--- config.mk ---
export PLATFORM = sky130hd
export DESIGN_NAME = watch_cmd_arbiter
export DESIGN_NICKNAME = d
export VERILOG_FILES = /design/src/rtl/watch_pkg.sv /design/src/rtl/watch_cmd_arbiter_btn_sync.sv /design/src/rtl/watch_cmd_arbiter.sv
export SDC_FILE = /design/constraint.sdc
export NUM_CORES = 1
export LEC_CHECK = 0
export ABC_AREA = 1
export CORE_MARGIN = 3
export CORE_UTILIZATION = 51
export CTS_CLUSTER_SIZE = 14
export DETAILED_ROUTE_END_ITERATION = 7
export GPL_ROUTABILITY_DRIVEN = 0
export PLACE_DENSITY = 0.68
export SLEW_MARGIN = 15
export SYNTH_ARGS = -nofsm -noshare
export SYNTH_HDL_FRONTEND = slang
export SYNTH_SLANG_ARGS = --single-unit
export TNS_END_PERCENT = 100
--- constraint.sdc ---
create_clock -name clk -period 4.2 [get_ports clk]
set_input_delay 0.42 -clock clk [delete_from_list [all_inputs] [get_ports clk]]
set_output_delay 0.42 -clock clk [all_outputs]
set_load 0.01 [all_outputs]
--- src/rtl/watch_pkg.sv ---
// watch_pkg: types and constants shared by the watch front-end and the mode FSM.
//   cmd_code_e : command tokens carried on cmd_code (CMD_NONE when nothing valid)
//   state_e    : states of the command arbiter
//   DEF_*      : default qualification / repeat timing at 100 MHz
//   pick_winner: fixed-priority selection CLEAR > MODE > SHIFT > INC > START
//   btn_of     : level of the button that belongs to a given command
package watch_pkg;

    typedef enum logic [2:0] {
        CMD_NONE  = 3'd0,
        CMD_CLEAR = 3'd1,
        CMD_MODE  = 3'd2,
        CMD_SHIFT = 3'd3,
        CMD_INC   = 3'd4,
        CMD_START = 3'd5
    } cmd_code_e;

    typedef enum logic [2:0] {
        ST_IDLE    = 3'd0,
        ST_QUAL    = 3'd1,
        ST_ISSUE   = 3'd2,
        ST_REPEAT  = 3'd3,
        ST_RELEASE = 3'd4
    } state_e;

    localparam int unsigned DEF_HOLD_CYCLES   = 32'd15_000_000;
    localparam int unsigned DEF_REPEAT_CYCLES = 32'd5_000_000;
    localparam int unsigned DEF_CNT_W         = 32'd32;

    // Bit positions inside the packed 5-bit button vector.
    localparam int unsigned BTN_N     = 32'd5;
    localparam int unsigned BTN_CLEAR = 32'd0;
    localparam int unsigned BTN_MODE  = 32'd1;
    localparam int unsigned BTN_SHIFT = 32'd2;
    localparam int unsigned BTN_INC   = 32'd3;
    localparam int unsigned BTN_START = 32'd4;

    function automatic cmd_code_e pick_winner(input logic [4:0] btns);
        cmd_code_e w;
        if (btns[BTN_CLEAR]) begin
            w = CMD_CLEAR;
        end else if (btns[BTN_MODE]) begin
            w = CMD_MODE;
        end else if (btns[BTN_SHIFT]) begin
            w = CMD_SHIFT;
        end else if (btns[BTN_INC]) begin
            w = CMD_INC;
        end else if (btns[BTN_START]) begin
            w = CMD_START;
        end else begin
            w = CMD_NONE;
        end
        return w;
    endfunction

    function automatic logic btn_of(input cmd_code_e cmd, input logic [4:0] btns);
        logic b;
        case (cmd)
            CMD_CLEAR: b = btns[BTN_CLEAR];
            CMD_MODE:  b = btns[BTN_MODE];
            CMD_SHIFT: b = btns[BTN_SHIFT];
            CMD_INC:   b = btns[BTN_INC];
            CMD_START: b = btns[BTN_START];
            default:   b = 1'b0;
        endcase
        return b;
    endfunction

endpackage

--- src/rtl/watch_cmd_arbiter_btn_sync.sv ---
// btn_sync: WIDTH-bit two-flop synchroniser for asynchronous push-buttons.
//   clk   : destination clock
//   rst_n : asynchronous active-low reset, clears both stages to 0
//   d     : raw asynchronous inputs
//   q     : inputs synchronised to clk (two-cycle latency)
module btn_sync #(
    parameter int unsigned WIDTH = 32'd5
) (
    input  logic             clk,
    input  logic             rst_n,
    input  logic [WIDTH-1:0] d,
    output logic [WIDTH-1:0] q
);

    logic [WIDTH-1:0] meta_q;
    logic [WIDTH-1:0] sync_q;

    // Two back-to-back flops; only the second stage is used downstream.
    always_ff @(posedge clk or negedge rst_n) begin
        if (!rst_n) begin
            meta_q <= {WIDTH{1'b0}};
            sync_q <= {WIDTH{1'b0}};
        end else begin
            meta_q <= d;
            sync_q <= meta_q;
        end
    end

    assign q = sync_q;

endmodule

--- src/rtl/watch_cmd_arbiter.sv ---
// watch_cmd_arbiter: turns the five raw watch buttons into single, hold-qualified,
// prioritised command tokens with INC auto-repeat, delivered over valid/ready.
//   clk        : 100 MHz system clock
//   reset      : asynchronous active-low reset
//   btn_*      : raw buttons (clear, mode, shift, inc, start), asynchronous
//   cmd_ready  : consumer accepts the presented command this cycle
//   cmd_valid  : command presented, held until accepted
//   cmd_code   : watch_pkg::cmd_code_e value, CMD_NONE when cmd_valid is low
//   busy       : arbiter is not in IDLE
module watch_cmd_arbiter
    import watch_pkg::*;
#(
    parameter int unsigned HOLD_CYCLES   = DEF_HOLD_CYCLES,
    parameter int unsigned REPEAT_CYCLES = DEF_REPEAT_CYCLES,
    parameter int unsigned CNT_W         = DEF_CNT_W
) (
    input  logic       clk,
    input  logic       reset,
    input  logic       btn_clear,
    input  logic       btn_mode,
    input  logic       btn_shift,
    input  logic       btn_inc,
    input  logic       btn_start,
    input  logic       cmd_ready,
    output logic       cmd_valid,
    output logic [2:0] cmd_code,
    output logic       busy
);

    localparam logic [CNT_W-1:0] HOLD_LIM   = CNT_W'(HOLD_CYCLES);
    localparam logic [CNT_W-1:0] REPEAT_LIM = CNT_W'(REPEAT_CYCLES);
    localparam logic [CNT_W-1:0] CNT_ONE    = {{(CNT_W-1){1'b0}}, 1'b1};
    localparam logic [CNT_W-1:0] CNT_ZERO   = {CNT_W{1'b0}};

    logic [4:0]       btn_raw_s;
    logic [4:0]       btn_s;
    logic             handshake_s;

    state_e           state_q, state_d;
    cmd_code_e        winner_q, winner_d;
    logic [CNT_W-1:0] cnt_q, cnt_d;
    logic             cmd_valid_q, cmd_valid_d;
    cmd_code_e        cmd_code_q, cmd_code_d;
    logic             busy_q, busy_d;

    assign btn_raw_s = {btn_start, btn_inc, btn_shift, btn_mode, btn_clear};

    btn_sync #(
        .WIDTH (BTN_N)
    ) u_btn_sync (
        .clk   (clk),
        .rst_n (reset),
        .d     (btn_raw_s),
        .q     (btn_s)
    );

    assign handshake_s = cmd_valid_q && cmd_ready;

    // State, counter, winner and registered outputs.
    always_ff @(posedge clk or negedge reset) begin
        if (!reset) begin
            state_q     <= ST_IDLE;
            winner_q    <= CMD_NONE;
            cnt_q       <= CNT_ZERO;
            cmd_valid_q <= 1'b0;
            cmd_code_q  <= CMD_NONE;
            busy_q      <= 1'b0;
        end else begin
            state_q     <= state_d;
            winner_q    <= winner_d;
            cnt_q       <= cnt_d;
            cmd_valid_q <= cmd_valid_d;
            cmd_code_q  <= cmd_code_d;
            busy_q      <= busy_d;
        end
    end

    // Next-state logic: qualify the winner, issue, auto-repeat INC, wait for release.
    always_comb begin
        state_d  = state_q;
        winner_d = winner_q;
        cnt_d    = cnt_q;
        case (state_q)
            ST_IDLE: begin
                if (|btn_s) begin
                    winner_d = pick_winner(btn_s);
                    cnt_d    = CNT_ONE;
                    state_d  = ST_QUAL;
                end else begin
                    state_d  = ST_IDLE;
                end
            end
            ST_QUAL: begin
                // Only the latched winner matters here; later presses never pre-empt it.
                if (!btn_of(winner_q, btn_s)) begin
                    state_d = ST_IDLE;
                end else if (cnt_q == HOLD_LIM) begin
                    state_d = ST_ISSUE;
                end else begin
                    cnt_d   = cnt_q + CNT_ONE;
                end
            end
            ST_ISSUE: begin
                if (handshake_s) begin
                    if ((winner_q == CMD_INC) && btn_s[BTN_INC]) begin
                        cnt_d   = CNT_ONE;
                        state_d = ST_REPEAT;
                    end else begin
                        state_d = ST_RELEASE;
                    end
                end else begin
                    state_d = ST_ISSUE;
                end
            end
            ST_REPEAT: begin
                if (!btn_s[BTN_INC]) begin
                    state_d = ST_RELEASE;
                end else if (cnt_q == REPEAT_LIM) begin
                    state_d = ST_ISSUE;
                end else begin
                    cnt_d   = cnt_q + CNT_ONE;
                end
            end
            ST_RELEASE: begin
                // Every button must be up so a chord never produces a second command.
                if (btn_s == 5'b00000) begin
                    state_d = ST_IDLE;
                end else begin
                    state_d = ST_RELEASE;
                end
            end
            default: begin
                state_d  = ST_IDLE;
                winner_d = CMD_NONE;
                cnt_d    = CNT_ZERO;
            end
        endcase
    end

    // Output logic: valid rises one cycle after entering ISSUE and drops on the accepting edge.
    always_comb begin
        cmd_valid_d = (state_q == ST_ISSUE) && !handshake_s;
        if (cmd_valid_d) begin
            cmd_code_d = winner_q;
        end else begin
            cmd_code_d = CMD_NONE;
        end
        busy_d = (state_d != ST_IDLE);
    end

    assign cmd_valid = cmd_valid_q;
    assign cmd_code  = cmd_code_q;
    assign busy      = busy_q;

endmodule

Word-level counts from Yosys, hierarchy flattened
Cells that the tools add are included.

storage, ports and cells
  register bits after elaboration = 53
  input port bits = 8
  logic and storage cells = 67

cells by class
  mux-type cells = 27
  add/sub/neg operators = 1
  eq/ne operators = 18
  bitwise gates (word level) = 2
  reduce and logical (&&, ||, !) cells = 11

operator list
  operator                                                number
  two-way mux 32 bit                                      7
  one-hot mux 32 bit (5 select lines)                     1
  two-way mux 3 bit                                       14
  adder 32 x 1 -> 32 bit (second input constant)          1
  equality test 32 x 23 -> 1 bit (second input constant)  1
  equality test 32 x 24 -> 1 bit (second input constant)  1
  one-hot mux 3 bit (5 select lines)                      1
  equality test 3 x 2 -> 1 bit (second input constant)    4
  != test 2 bit (second input constant)                   6
  equality test 3 bit (second input constant)             3
  AND reduction 8 bit                                     1
  equality test 3 x 1 -> 1 bit (second input constant)    2
  one-hot mux 3 bit (2 select lines)                      1
  zero test 5 bit                                         1
  one-hot mux 1 bit (5 select lines)                      1
  OR reduction 5 bit                                      1
  OR reduction 4 bit                                      1
  logical AND 1 bit                                       3
  zero test 3 bit                                         1
  nonzero test 3 bit                                      1
  two-way mux 1 bit                                       2
  != test 2 x 1 -> 1 bit (second input constant)          1
  NOT 1 bit                                               2
  AND reduction 2 bit                                     1
  zero test 1 bit                                         1

Depth between registers and ports, before layout
Gate-level depths: netlist of the first run.

  depth in word-level cells = 7
  mapped depth = 12

Cells and area by module
Synthesis of the first run repeated with hierarchy kept, for this count alone.

second synthesis, totals
  cells, all modules = 571
  area total of the unflattened synthesis = 3,545.9 um^2

by module, submodules not included
  module             cells an instance  times used  area an instance (um^2)
  watch_cmd_arbiter  561                1           3,295.7
  btn_sync           10                 1           250.2

Least setup slack after synthesis of the first run
OpenSTA, ideal clock, no wires.

  kind = register to register
  from = register cnt_q[0]
  to = register cnt_q[11]
  clock period less this slack = 1.660 ns
  arrival time = 1.537 ns
  cell stages (with the launch flop) = 13
  library setup time = 0.123 ns
  slack = 2.540 ns
  path through = dfrtp_1 > inv_1 > ha_1 > nand2_1 > nor2_2 > nand2_1 > nor2_1 > nand3_1 > nand2_4 > nor2_8 > buf_6 > nand2_1 > nand2_1

between the ends
  longest elaborated chain between the ends = 4
  elaborated cells between the ends (all ways) = 11
  those cells by class = 1 x add/sub; 4 x eq/ne; 5 x mux; 1 x reduce/logical

RTL lines
  what                                          line                                                text
  start: declaration                            watch_cmd_arbiter.sv:41                             logic [CNT_W-1:0] cnt_q, cnt_d;
  start signal: assignment                      watch_cmd_arbiter.sv:71                             cnt_q <= cnt_d;
  adder 32 x 1 -> 32 bit                        watch_cmd_arbiter.sv:100, watch_cmd_arbiter.sv:121
  two-way mux 32 bit, on equally long branches  watch_cmd_arbiter.sv:118, watch_cmd_arbiter.sv:97
  two-way mux 32 bit, on equally long branches  watch_cmd_arbiter.sv:116, watch_cmd_arbiter.sv:95
  one-hot mux 32 bit (5 select lines)           watch_cmd_arbiter.sv:83                             case (state_q)

Several ways; a longest one is shown, not always the timed one. The select of a mux whose other input is x is not followed.
A chain may end at the register's enable or synchronous reset.

Final worst setup path of the first run
  from = register cnt_q[0]
  to = register cnt_q[21]

Same word-level chain as after synthesis.

==> results.json, run 1 <==
{
  "status": "completed",
  "power_density_mw_per_mm2": 351.1,
  "final.setup.worst_slack_ns": 1.853,
  "maxSlewHeadroom_pct": 57.24,
  "track_usage_pct": 22.70,
  "grt_pass1_wl_um": 15360,
  "post-route-period-util_pct": 55.87,
  "coreArea_mm2": 0.006604,
  "dpl_cell_area_mm2": 0.003749,
  "worstPathArrival_ns": 2.55,
  "crit_family": "simple AND/OR/NAND/NOR gates",
  "ys_seq_elements": 53,
  "viasPerCell": 5.148,
  "grt_start_max_net_pins": 54,
  "numCtsBuffers": 5,
  "dr.pass1.iters": 5,
  "hold_viol": 0,
  "ys_types": 30,
  "routed_wl_um": 8651,
  "synth_cells": 572,
  "layout.cells.non_filler": 674,
  "internal_power_mw": 0.7890,
  "die_h_um": 90.02,
  "path_cells": "inv_1, ha_1, nand2_1, nor2_2, nand3_1, nor2_1, nand3_2, nand2_4, nor2_8, nand2_1, nand2_1",
  "p_leak_nw": 1.849,
  "fp.dieW_um": 90.02,
  "cp.required_ns": 4.41,
  "placedCellCount": 666,
  "r2r-end": "cnt_q[21]$_DFFE_PN0P_",
  "remaining_drc_errors": 0,
  "num_io_pins": 13,
  "synth_area_mm2": 0.003600,
  "clockPowerShare_pct": 22.5,
  "crit_top_cell": "nand2_1",
  "tns_ns": 0,
  "n_antenna_cell": 0,
  "power_frac_seq_pct": 44.9,
  "drt_iter0_drc": 290,
  "pwr-share-comb_pct": 32.6,
  "worst_path_largest_cell_delay_ns": 0.50,
  "reg2reg_depth": 11,
  "ir_worst_vdd_v": 0.0003325,
  "min_period_ns": 2.347,
  "multi_input_area_mm2": 0.001973,
  "max_clock_freq_mhz": 426.1,
  "syn_to_final_growth_pct": 6.778,
  "avgSynthCellArea_um2": 6.293,
  "antenna_found_initial": 0,
  "fill_cells": 703,
  "slew_viol_final": 0,
  "final_nets": 590,
  "post_drt_wl_per_cell_um": 12.84,
  "finalCoreUtilization_pct": 58.20,
  "regArea_mm2": 0.001326,
  "hold_slack_ns": 0.2109,
  "rsz0062_at_grt": "no",
  "root_buffer": "clkbuf_8",
  "hold_path.class": "input pin to asynchronous set/reset pin",
  "p_sw_mw": 0.5604,
  "r2r_start": "cnt_q[0]$_DFFE_PN0P_",
  "cts_setup_buffers": 0,
  "floorplan.initialDensity_pct": 54.51,
  "drive_gt1_share_pct": 5.680,
  "worst-setup-path-type": "register to register",
  "htree_levels": 2,
  "tightest_slew_ns": 0.6414,
  "vias": 3470,
  "cts.clk_slew.worst_paths_ns": 0.10,
  "cts_tree": "built",
  "postCtsHoldBufs": 0,
  "fin_total_pwr_mw": 1.349,
  "cts_resized": 0,
  "rows": 29,
  "crit_path_end_kind": "register",
  "swShare_pct": 41.53,
  "crit_slowest_cell": "dfrtp_1",
  "ys_warn_count": 0,
  "synth_nets": 582,
  "skew_ns": 0.008407,
  "grt_pass1_vias": 3108,
  "synth.yosys.seq_area_share_pct": 36.84,
  "place_hpwl_um": 6572,
  "crit_path_start_kind": "register",
  "crit_fanout": 33,
  "cap_violations": 0,
  "numPortBuffers": 12,
  "overflow": 0,
  "stdcell_area_mm2": 0.003844,
  "antenna_left": 0,
  "cp.depth": 11,
  "setup_violations": 0,
  "insertion_delay_ns": 0.32,
  "ff2ff_setup_slack_ns": 1.85,
  "critPathBufInv": 1,
  "pre_cts_ws_ns": 1.917,
  "cts_buffer_depth": 2,
  "cts_sinks": 53,
  "dieArea_mm2": 0.008103
}
flip-flops by register name, indices dropped and copies added (netlist names):
register	cells
cnt_q	32
u_btn_sync.meta_q	5
u_btn_sync.q	5
cmd_code	3
state_q	3
winner_q	3
busy	1
cmd_valid	1
synth_stat cells, drive strengths merged:
cell type,n,area [µm²]
buf,9,78.82
nor4,1,6.260
xnor2,2,17.52
nor3b,1,7.510
nand2,222,858.3
a211oi,1,7.510
xor2,8,70.07
clkbuf,3,11.26
nand4,3,18.77
o31ai,2,15.01
inv,56,210.2
dfrtp,53,1326
nor2,131,535.5
a21oi,3,15.01
o22ai,2,12.51
nand3,29,150.1
nor3,6,40.04
o21ai,38,193.9
ha,2,25.02
power groups by stage:
stage	registers, mW	clock network, mW	logic [mW]
finish	0.606	0.304	0.440
global route	0.613	0.342	0.509
CTS	0.605	0.316	0.445
detailed placement	0.615	0	0.444
global placement	0.614	0	0.436
floorplan	0.603	0	0.392
final cells by class:
cell class              instances  share of cell area [%]
flip-flops and latches         53                   34.51
repair buffers                 13                   3.190
clock buffers                   5                   1.790
clock inverters                 3                  0.6836
well taps                      93                   3.027
inverters                      56                   5.469
multi-input cells             451                   51.33
worst reg2reg max path: stages, from the launching register on:
cell	delay (ns)
dfrtp_1	0.50
inv_1	0.21
ha_1	0.19
nand2_1	0.06
nor2_2	0.17
nand3_1	0.09
nor2_1	0.23
nand3_2	0.13
nand2_4	0.32
nor2_8	0.17
nand2_1	0.13
nand2_1	0.05
layout by cell type (no fill, tap or decap), types with 4 or more instances in the layout:
cell             count
clkdlybuf4s50_1     11
nand3_1             28
dfrtp_1             53
nand2_2              4
inv_1               53
nand2_1            216
xor2_1               8
o21ai_1             11
o21ai_0             26
nor2_2               8
nor2_1             121
clkbuf_8             5
nor3_1               4
worst max-delay path by stage:
stage | from | end
floorplan | cnt_q[0]$_DFFE_PN0P_ | cnt_q[11]$_DFFE_PN0P_
global placement | cmd_ready | cnt_q[3]$_DFFE_PN0P_
detailed placement | cmd_ready | cnt_q[21]$_DFFE_PN0P_
CTS | state_q[2]$_DFF_PN0_ | cnt_q[21]$_DFFE_PN0P_
global route | state_q[2]$_DFF_PN0_ | cnt_q[24]$_DFFE_PN0P_
finish | cnt_q[0]$_DFFE_PN0P_ | cnt_q[21]$_DFFE_PN0P_
cell families after synthesis:
group	count (synthesis)	synth area share, %
compound gates	46	6.778
flops	53	36.84
buf+inv	68	8.342
fa+ha+maj	2	0.6951
xor+xnor	10	2.433
simple gates	393	44.91
metal layers:
| layer | track usage (%) | share of wire (%) |
|---|---|---|
| met1 | 34.95 | 51 |
| met2 | 32.92 | 42 |
| met3 | 3.172 | 4.8 |
| met4 | 6.505 | 1.6 |
| met5 | 0 | 0 |
No activity file was read; power rests on OpenSTA's default activity.
==> run 2, diff against run 1 <==
clock period = 2.5 ns   (was 4.2 ns; I/O delays follow)
==> run 2 against run 1 <==
Effect of this change:
- register-to-register slack worse by 1.5 ns
- combinational power up 78%
- hold slack worse by 0.16 ns
- final area up 0.85%
- critical endpoint is now cnt_q[0]$_DFFE_PN0P_
==> results.json, run 2 (synthesis results as in run 1) <==
{
  "dieArea_mm2": 0.008103,
  "tightest_slew_ns": 0.8829,
  "htree_levels": 2,
  "numPortBuffers": 12,
  "post-route-period-util_pct": 85.78,
  "n_antenna_cell": 0,
  "crit_top_cell": "nand2_1",
  "setup_violations": 0,
  "placedCellCount": 670,
  "grt_pass1_vias": 3287,
  "floorplan.initialDensity_pct": 54.51,
  "routed_wl_um": 9010,
  "top_register": "cnt_q",
  "drive_gt1_share_pct": 6.164,
  "finalCoreUtilization_pct": 58.70,
  "crit_fanout": 32,
  "fp.dieW_um": 90.02,
  "fin_total_pwr_mw": 2.282,
  "crit_family": "simple AND/OR/NAND/NOR gates",
  "cap_violations": 0,
  "antenna_left": 0,
  "cp.required_ns": 2.76,
  "overflow": 0,
  "crit_slowest_cell": "dfrtp_1",
  "skew_ns": 0.004073,
  "die_h_um": 90.02,
  "dpl_cell_area_mm2": 0.003791,
  "insertion_delay_ns": 0.31,
  "final_common_cell": "nand2_1",
  "track_usage_pct": 23.31,
  "place_hpwl_um": 6860,
  "grt_start_max_net_pins": 42,
  "hold_viol": 0,
  "max_clock_freq_mhz": 466.3,
  "dr.pass1.iters": 5,
  "power_frac_seq_pct": 44.4,
  "syn_to_final_growth_pct": 7.682,
  "maxSlewHeadroom_pct": 41.14,
  "postCtsHoldBufs": 0,
  "cts_resized": 0,
  "swShare_pct": 41.30,
  "grt_pass1_wl_um": 15700,
  "p_sw_mw": 0.9424,
  "numCtsBuffers": 5,
  "worst_path_largest_cell_delay_ns": 0.48,
  "crit_path_start_kind": "register",
  "largest_reg_flops": 32,
  "final_nets": 594,
  "stdcell_area_mm2": 0.003876,
  "rows": 29,
  "internal_power_mw": 1.340,
  "antenna_found_initial": 0,
  "remaining_drc_errors": 0,
  "cts_buffer_depth": 2,
  "cts_setup_buffers": 0,
  "power_density_mw_per_mm2": 588.7,
  "min_period_ns": 2.145,
  "slew_viol_final": 0,
  "worstPathArrival_ns": 2.40,
  "path_cells": "inv_1, ha_1, nand2_1, nor2_2, nand2_1, nor2_1, nand3_1, nand2_4, nor2_8, nand2_1, nand2_1",
  "coreArea_mm2": 0.006604,
  "ir_worst_vdd_v": 0.0006841,
  "viasPerCell": 5.244,
  "vias": 3550,
  "crit_path_end_kind": "register",
  "worst-setup-path-type": "register to register",
  "rsz0062_at_grt": "no",
  "post_drt_wl_per_cell_um": 13.31,
  "pwr-share-comb_pct": 34.3,
  "root_buffer": "clkbuf_8",
  "cts_tree": "built",
  "hold_path.class": "input pin to asynchronous set/reset pin",
  "critPathBufInv": 1,
  "status": "completed",
  "p_leak_nw": 1.864,
  "drt_iter0_drc": 276,
  "cts_sinks": 53,
  "num_io_pins": 13,
  "cts.clk_slew.worst_paths_ns": 0.10,
  "clockPowerShare_pct": 21.3,
  "final_cell_mix": "nand2_1 (216), nor2_1 (121), inv_1 (53), dfrtp_1 (53), nand3_1 (28)",
  "layout.cells.non_filler": 677,
  "tns_ns": 0
}
-- run 2: cell types whose count changed in the layout (fill, tap and decap cells not counted), sizes merged --
cell,delta
buf,+4
clkinv,-1
clkinvlp,+1
inv,-1
-- run 2: path summary, 6_finish.rpt --
kind | from | endpoint | slack, ns | cells after the start
setup / recovery | cnt_q[0]$_DFFE_PN0P_ | cnt_q[0]$_DFFE_PN0P_ | 0.36 | 11
setup reg to reg | cnt_q[0]$_DFFE_PN0P_ | cnt_q[0]$_DFFE_PN0P_ | 0.36 | 11
hold / removal | reset | cmd_code[2]$_DFF_PN0_ | 0.05 | 1
max in group asynchronous | reset | cnt_q[5]$_DFFE_PN0P_ | 1.79 | 2
min in group clk | u_btn_sync.meta_q[3]$_DFF_PN0_ | u_btn_sync.q[3]$_DFF_PN0_ | 0.36 | 0
hold reg to reg | u_btn_sync.meta_q[3]$_DFF_PN0_ | u_btn_sync.q[3]$_DFF_PN0_ | 0.36 | 0
-- run 2: power by group through the flow --
stage               sequential (mW)  combinational [mW]  clock (mW)
finish                         1.01               0.783       0.485
global route                   1.03               0.889       0.540
CTS                            1.01               0.789       0.505
detailed placement             1.03               0.788           0
global placement               1.03               0.775           0
floorplan                      1.01               0.659           0
-- run 2: layout make-up --
class | count | area, µm²
Clock buffer | 5 | 68.82
Multi-Input combinational cell | 451 | 1973
Clock inverter | 2 | 16.27
Sequential cell | 53 | 1326
Timing Repair Buffer | 17 | 165.2
Tap cell | 93 | 116.4
Inverter | 56 | 210.2
Fill cell | 652 | 2728
-- run 2: layer usage --
| layer | up-vias | part of all wire [%] | global-route usage [%] |
|---|---|---|---|
| met5 | - | 0 | 0 |
| met3 | 16 | 6.0 | 2.170 |
| li1 | 1777 | - | - |
| met4 | 0 | 1.9 | 8.036 |
| met2 | 127 | 43 | 34.66 |
| met1 | 1630 | 49 | 35.33 |
-- run 2: stage by stage --
step | hold slack (ns) | setup WS (ns)
floorplan | -0.04559 | 0.8398
global placement | 0.3328 | 0.5120
detailed placement | 0.3355 | 0.3952
CTS | 0.08228 | 0.3463
global route | 0.1274 | 0.1421
finish | 0.05018 | 0.3555
==> run 3, diff against run 2 <==
CORE_ASPECT_RATIO = 0.6   (was unset)
SKIP_LAST_GASP = 1   (was unset)
==> run 3 against run 2 <==
Effect of this change:
- sequential share of layout area decreased by 0.55 points
- clock skew hardly changed
- critical path depth did not move
- first-iteration DRC count grew 46%
- final area rose by 1.6%
- utilization shrank 0.44 points
- power increased by 12%
- setup slack better by 0.0051 ns
- hold slack gained 0.30 ns
==> results.json, run 3 (synthesis results as in run 1) <==
{
  "post_drt_wl_per_cell_um": 14.33,
  "pwr-share-comb_pct": 32.1,
  "die_h_um": 71.08,
  "clockPowerShare_pct": 28.0,
  "power_frac_seq_pct": 39.9,
  "cap_violations": 0,
  "antenna_left": 0,
  "routed.top_layer": "met4",
  "hold_path.class": "register to register",
  "grt_pass1_vias": 3195,
  "grt_pass1_wl_um": 16360,
  "grt_start_max_net_pins": 34,
  "post-route-period-util_pct": 85.58,
  "crit_path_end_kind": "register",
  "layout.cells.non_filler": 674,
  "p_sw_mw": 1.016,
  "slew_viol_final": 0,
  "numCtsBuffers": 5,
  "insertion_delay_ns": 0.30,
  "cts_resized": 0,
  "crit_fanout": 13,
  "remaining_drc_errors": 0,
  "worst-setup-path-type": "register to register",
  "n_antenna_cell": 0,
  "cp.required_ns": 2.74,
  "power_density_mw_per_mm2": 646.7,
  "internal_power_mw": 1.532,
  "top_register": "cnt_q",
  "setup_violations": 0,
  "antenna_found_initial": 0,
  "cts_buffer_depth": 2,
  "coreArea_mm2": 0.006763,
  "vias": 3520,
  "maxSlewHeadroom_pct": 58.54,
  "root_buffer": "clkbuf_16",
  "tns_ns": 0,
  "hold_viol": 0,
  "p_leak_nw": 1.899,
  "final_cell_mix": "nand2_1 (216), nor2_1 (121), inv_1 (53), dfrtp_1 (53), nand3_1 (28)",
  "rsz0062_at_grt": "no",
  "cts_sinks": 53,
  "ir_worst_vdd_v": 0.0006110,
  "viasPerCell": 5.223,
  "syn_to_final_growth_pct": 9.454,
  "max_clock_freq_mhz": 467.4,
  "tightest_slew_ns": 0.6162,
  "track_usage_pct": 25.82,
  "min_period_ns": 2.139,
  "met3_length_um": 1046,
  "final_common_cell": "nand2_1",
  "numPortBuffers": 12,
  "htree_levels": 2,
  "dr.pass1.iters": 5,
  "rows": 23,
  "fp.dieW_um": 114.5,
  "drive_gt1_share_pct": 6.474,
  "routed_wl_um": 9656,
  "crit_path_start_kind": "register",
  "cts_tree": "built",
  "status": "completed",
  "dieArea_mm2": 0.008135,
  "routed-wl-met2_um": 3396,
  "final_nets": 596,
  "cts.clk_slew.worst_paths_ns": 0.07,
  "swShare_pct": 39.88,
  "overflow": 0,
  "largest_reg_flops": 32,
  "worstPathArrival_ns": 2.38,
  "num_io_pins": 13,
  "drt_iter0_drc": 403,
  "place_hpwl_um": 7512,
  "skew_ns": 0.003909,
  "floorplan.initialDensity_pct": 53.23,
  "met1Wirelength_um": 5144,
  "placedCellCount": 665
}
run 3: cell types whose count changed in the layout (fill, tap and decap cells not counted):
cell,change
buf_12,-1
buf_4,+2
clkbuf_16,+5
clkbuf_8,-5
clkinv_4,-1
clkinvlp_4,+1
dlygate4sd3_1,+1
inv_8,+1
run 3: final cells by class:
type / instances / area, µm²
timing repair buffer: 19 / 170.2
clock inverter: 3 / 26.28
multi-input combinational: 451 / 1973
inverter: 56 / 210.2
clock buffer: 5 / 125.1
tap: 87 / 108.9
fill: 652 / 2823
sequential: 53 / 1326
run 3: final timing paths:
check / startpoint / end / slack (ns) / depth (start not counted)
max: cnt_q[0]$_DFFE_PN0P_ / cnt_q[17]$_DFFE_PN0P_ / 0.36 / 11
min: u_btn_sync.meta_q[4]$_DFF_PN0_ / u_btn_sync.q[4]$_DFF_PN0_ / 0.35 / 0
max reg2reg: cnt_q[0]$_DFFE_PN0P_ / cnt_q[17]$_DFFE_PN0P_ / 0.36 / 11
min reg2reg: u_btn_sync.meta_q[4]$_DFF_PN0_ / u_btn_sync.q[4]$_DFF_PN0_ / 0.35 / 0
max in group asynchronous: reset / cnt_q[12]$_DFFE_PN0P_ / 1.27 / 3
min in group asynchronous: reset / cnt_q[29]$_DFFE_PN0P_ / 0.44 / 2
run 3: per-layer routing:
| metal | vias up | track usage, % |
|---|---|---|
| met5 | - | 0 |
| met4 | 0 | 5.929 |
| met3 | 7 | 6.581 |
| met2 | 146 | 31.33 |
| met1 | 1580 | 43.73 |
| li1 | 1787 | - |
run 3: stage by stage:
stage	setup slack, ns	total power [mW]	util (%)	hold WS [ns]	cell area (µm²)
after floorplan	0.8398	1.671	-	-0.04559	3600
after global routing	0.1432	2.723	58.26	0.3570	3940
after global placement	0.4814	1.827	55.87	0.2304	3779
after detailed placement	0.4045	1.843	55.87	0.2324	3779
final	0.3606	2.548	58.26	0.3523	3940
after CTS	0.3856	2.561	58.26	0.3536	3940
run 3: critical path, stage by stage, from the launching register on:
cell     delay, ns
dfrtp_1       0.46
inv_1         0.18
ha_1          0.17
nand2_1       0.06
nor2_2        0.14
nand3_1       0.09
nor2_1        0.23
nand3_2       0.13
nand2_4       0.20
buf_4         0.22
o21ai_0       0.11
nand2_1       0.08
run 3: timing repair:
item / CTS / global route
hold endpoints to repair: 20 / 0
buffers inserted: 0 / 0
hold buffers: 1 / 0
run 3: power by group through the flow:
stage / clock network (mW) / registers, mW / logic, mW
after global placement: 0 / 1.03 / 0.799
after CTS: 0.733 / 1.01 / 0.815
after floorplan: 0 / 1.01 / 0.659
after detailed placement: 0 / 1.03 / 0.812
final: 0.714 / 1.02 / 0.818
after global routing: 0.774 / 1.03 / 0.921
